File: src/rtl/mem_sum_sequencer.sv
// Reads DEPTH words from two memories over a shared address bus and accumulates
// dout_a + dout_b into a wrapping sum, tagging each issued address through the read latency.
module mem_sum_sequencer #(
  parameter int DEPTH  = 8,
  parameter int ADDR_W = 3,
  parameter int DATA_W = 4,
  parameter int SUM_W  = 8,
  parameter int RD_LAT = 1
) (
  input  logic              clock,
  input  logic              reset,
  input  logic              start,
  input  logic              abort,
  output logic              mem_en,
  output logic              mem_we,
  output logic [ADDR_W-1:0] mem_addr,
  input  logic [DATA_W-1:0] dout_a,
  input  logic [DATA_W-1:0] dout_b,
  output logic              busy,
  output logic              done,
  output logic              sum_valid,
  output logic [SUM_W-1:0]  sum
);

  typedef enum logic [1:0] {IDLE, READ, DRAIN, DONE} state_t;

  state_t              r_state;
  state_t              w_state_next;
  logic [ADDR_W-1:0]   r_addr;
  logic [1:0]          r_drain_cnt;
  logic [RD_LAT-1:0]   r_tag;
  logic [SUM_W-1:0]    r_sum;
  logic                r_sum_valid;
  logic                w_accept;
  logic                w_flush;
  logic                w_last_addr;
  logic                w_drain_end;
  logic                w_done;
  logic                w_mem_en;

  assign w_accept    = (r_state == IDLE) && start && !abort;
  assign w_flush     = abort && (r_state != IDLE);
  assign w_last_addr = (r_addr == ADDR_W'(DEPTH - 1));
  assign w_drain_end = (r_drain_cnt == 2'(RD_LAT - 1));

  always_ff @(posedge clock or posedge reset) begin
    if (reset) r_state <= IDLE;
    else       r_state <= w_state_next;
  end

  always_comb begin
    w_state_next = r_state;
    w_mem_en     = 1'b0;
    busy         = 1'b1;
    w_done       = 1'b0;
    case (r_state)
      IDLE: begin
        busy = 1'b0;
        if (w_accept) w_state_next = READ;
      end
      READ: begin
        w_mem_en = 1'b1;
        if (w_last_addr) w_state_next = DRAIN;
      end
      DRAIN: if (w_drain_end) w_state_next = DONE;
      DONE: begin
        w_done       = 1'b1;
        w_state_next = IDLE;
      end
      default: w_state_next = IDLE;
    endcase
    // A cancel in any active state also suppresses the done pulse of that cycle.
    if (w_flush) begin
      w_state_next = IDLE;
      w_done       = 1'b0;
    end
  end

  always_ff @(posedge clock or posedge reset) begin
    if (reset)
      r_addr <= '0;
    else if (r_state == READ && !w_flush && !w_last_addr)
      r_addr <= r_addr + ADDR_W'(1);
    else
      r_addr <= '0;
  end

  always_ff @(posedge clock or posedge reset) begin
    if (reset)
      r_drain_cnt <= '0;
    else if (r_state == DRAIN && !w_drain_end && !w_flush)
      r_drain_cnt <= r_drain_cnt + 2'd1;
    else
      r_drain_cnt <= '0;
  end

  // Tag pipeline matches the memory read latency; the top bit marks valid data on dout.
  always_ff @(posedge clock or posedge reset) begin
    if (reset) begin
      r_tag <= '0;
    end else if (w_flush) begin
      r_tag <= '0;
    end else begin
      r_tag[0] <= w_mem_en;
      for (int k = 1; k < RD_LAT; k++) r_tag[k] <= r_tag[k-1];
    end
  end

  always_ff @(posedge clock or posedge reset) begin
    if (reset) begin
      r_sum       <= '0;
      r_sum_valid <= 1'b0;
    end else if (w_accept) begin
      r_sum       <= '0;
      r_sum_valid <= 1'b0;
    end else begin
      if (r_tag[RD_LAT-1] && !w_flush)
        r_sum <= r_sum + SUM_W'(dout_a) + SUM_W'(dout_b);
      if (w_done) r_sum_valid <= 1'b1;
    end
  end

  assign mem_en    = w_mem_en;
  assign mem_we    = 1'b0;
  assign mem_addr  = r_addr;
  assign done      = w_done;
  assign sum_valid = r_sum_valid | w_done;
  assign sum       = r_sum;

endmodule

File: config.mk
export PLATFORM = sky130hd
export DESIGN_NAME = mem_sum_sequencer
export DESIGN_NICKNAME = d
export VERILOG_FILES = /design/src/rtl/mem_sum_sequencer.sv
export SDC_FILE = /design/constraint.sdc
export NUM_CORES = 1
export LEC_CHECK = 0
export CORE_MARGIN = 3
export CORE_UTILIZATION = 52
export DETAILED_ROUTE_END_ITERATION = 10
export PLACE_DENSITY = 0.84
export SKIP_CTS_REPAIR_TIMING = 1
export SYNTH_ARGS = -nofsm -noshare
export SYNTH_HDL_FRONTEND = slang
export SYNTH_SLANG_ARGS = --single-unit
File: constraint.sdc
create_clock -name clock -period 3.2 [get_ports clock]
set_clock_uncertainty 0.15 [all_clocks]
set_input_delay 0.64 -clock clock [delete_from_list [all_inputs] [get_ports clock]]
set_output_delay 0.64 -clock clock [all_outputs]
set_load 0.02 [all_outputs]
==> results.cfg <==
[synthesis]
synth_cells = 104
syn_area_per_cell_um2 = 10.6
syn_area_mm2 = 0.00110
synth-async-reset-ratio_pct = 100
yosys.cell_count.top_type = dfrtp_1
ys_seq_elements = 17
ys_seq_area_share_pct = 38.8
syn_nets = 133
yosys.area.top_type_share_pct = 38.8
ys_warn_count = 0
synthDistinctLibCells = 33
yosysTopAreaCell = dfrtp_1
synth_area_leaders = dfrtp_1 39%, ha_1 14%, fa_1 9.1%
synth-edff-count = 0
synth_common_cells = 17 x dfrtp_1, 12 x ha_1, 11 x nand2_1
yosys_most_used_dff = dfrtp_1

[timing]
slew_violations = 0
setup_viol = 0
slew_headroom_pct = 57.0
layout_min_cycle_time_ns = 3.05
clock.fmax_mhz = 328
setup_tns_ns = 0
worst_slew_pin_slew_ns = 0.644
finalHoldViolCount = 0
fin_crit_sh_pct = 95.3
rsz0062_at_grt = false

[place]
dp_hpwl_um = 1780
place_congestion = 0.854
dp.cells = 154
port_buffers = 26

[power_and_ir_drop]
p_switching_mw = 0.496
p_seq_share_pct = 30.1
p_comb_share_pct = 59.7
swShare_pct = 43.6
ir_worst_vdd_uv = 592
internal-power_mw = 0.642
clockPowerShare_pct = 10.3
p_leak_nw = 0.634
power_density_mw_per_mm2 = 808

[critical_path]
start_kind = input pin
cp_max_fo = 8
r2r_start = sum[1]
arrival_ns = 2.26
required_ns = 2.41
r2r_setup_slack_ns = 0.89
crit_path_end_kind = primary output
r2r-end = sum[7]
reg2reg_depth = 7
critical_path_class = in -> out

[drt]
drt_drc_violations_left = 0
detail-route-antenna-nets = 0
vias = 834
firstDrtPassIters = 4
wire_per_inst_um = 14.0
vias_per_cell = 5.28
drt_first_iter_violations = 9
routed_wl_um = 2220

[final_layout]
final_net_count = 163
area_growth_pct = 28.3
n_fill_cell = 125
antenna_cells = 0
drive_gt1_share_pct = 7.52
instances_no_fill = 158

[clocking]
clkTransAtPathRegs_ns = 0.09
clkSinkCount = 17
numCtsBuffers = 3
cts_tree = done
cts_root_buf = clkbuf_4
clockBufferDepth = 2
insertion_delay_ns = 0.30
htreeDepth = 1

[global_routing]
grt_first_pass_wirelength_um = 3770
grt_use_total_pct = 19.0
grt_max_degree = 18
grt_pass1_vias = 872
gr-total-overflow = 0
antenna_found_initial = 0

[floorplan]
die_width_um = 51.9
core_mm2 = 0.00186
die_y_um = 51.9
ios = 28
placementRows = 15
initial_core_util_pct = 59.1
die-area_mm2 = 0.00270

[run_status]
status = finished clean

[worst_hold_path]
hp-start = r_drain_cnt[0]
hold_path.class = reg -> reg
holdPathEnd = r_drain_cnt[0]
hold_depth = 1

[run]
drv_cap = 0
## state kept, by name (all words and copies together) (netlist names)
signal	count
mem_addr	3
sum	8
r_state	2
r_sum_valid	1
r_tag	1
r_drain_cnt	2
## layout make-up
class | count | area [µm²] | area share, %
clock buffer | 4 | 26.3 | 1.87
sequential | 17 | 425 | 30.2
multi-input combinational | 77 | 631 | 44.8
timing repair buffer | 26 | 260 | 18.5
tap | 25 | 31.3 | 2.22
inverter | 9 | 33.8 | 2.40
## how the worst max path moves through the flow
stage / startpoint / endpoint / slack [ns] / cells past startpoint
global placement: abort / sum_valid / 0.20 / 5
detailed placement: dout_a[1] / sum[7] / 0.14 / 8
CTS: abort / sum_valid / 0.15 / 5
global route: abort / sum_valid / 0.09 / 5
floorplan: dout_a[1] / sum[7] / 0.74 / 7
finish: abort / sum_valid / 0.15 / 5
## routing by layer
| layer | share of wire, % | vias to the layer above | GRT usage, % |
|---|---|---|---|
| met3 | 5.5 | 5 | 4.01 |
| li1 | - | 411 | - |
| met5 | 0 | - | 0 |
| met1 | 41 | 392 | 19.7 |
| met2 | 52 | 26 | 35.6 |
| met4 | 2.0 | 0 | 9.17 |
## power by group through the flow
stage	Sequential, mW	Combinational (mW)	Clock [mW]
after floorplan	0.382	0.409	0
after global placement	0.341	0.664	0
after detailed placement	0.346	0.680	0
after CTS	0.341	0.686	0.121
after global routing	0.351	0.743	0.129
final	0.342	0.679	0.117
## per-stage QoR
step / utilization, % / setup WS (ns) / hold WS (ns) / cell area, µm² / power [mW]
after detailed placement: 74.3 / 0.145 / 0.277 / 1380 / 1.03
after global routing: 75.8 / 0.0923 / 0.324 / 1410 / 1.22
after floorplan: - / 0.740 / 0.252 / 1100 / 0.792
final: 75.8 / 0.151 / 0.285 / 1410 / 1.14
after CTS: 75.8 / 0.152 / 0.290 / 1410 / 1.15
after global placement: 74.3 / 0.200 / 0.268 / 1380 / 1.01
## cells by family (layout without fill, tap and decap cells)
group                    count (synthesis)  after routing  share of synthesized area (%)
buffers and inverters                   10             39                           3.76
flip-flops                              17             17                           38.8
AO/OA/AOI/OAI                           15             15                           11.3
XOR/XNOR                                 3              3                           2.39
adder cells (fa/ha/maj)                 17             17                           22.8
AND/OR/NAND/NOR                         41             41                           20.6
other                                    1              1                          0.342
## critical path, cell delays in order
cell and delay, ns:
clkdlybuf4s50_1 0.58, nand2b_4 0.11, and2_1 0.17, or2_1 0.21
clkdlybuf4s50_1 0.54
## cell usage in the layout, fill, tap and decap left out, drive strengths merged
cell type and n:
clkdlybuf4s50 26, dfrtp 17, ha 12, nand2 12, nor2 10, inv 9
a21oi 5, fa 5, clkbuf 4, a211oi 3, nor3 3, and2 3
xnor2 3, nor2b 3, nor3b 2, nand2b 2, nand4 1, a31oi 1
o311a 1, or2 1, nand3 1, a2111oi 1, and2b 1, a32o 1
o21ai 1, a2bb2oi 1, and3 1, nand3b 1, o41ai 1, conb 1
No activity file was read; power rests on OpenSTA's default activity.
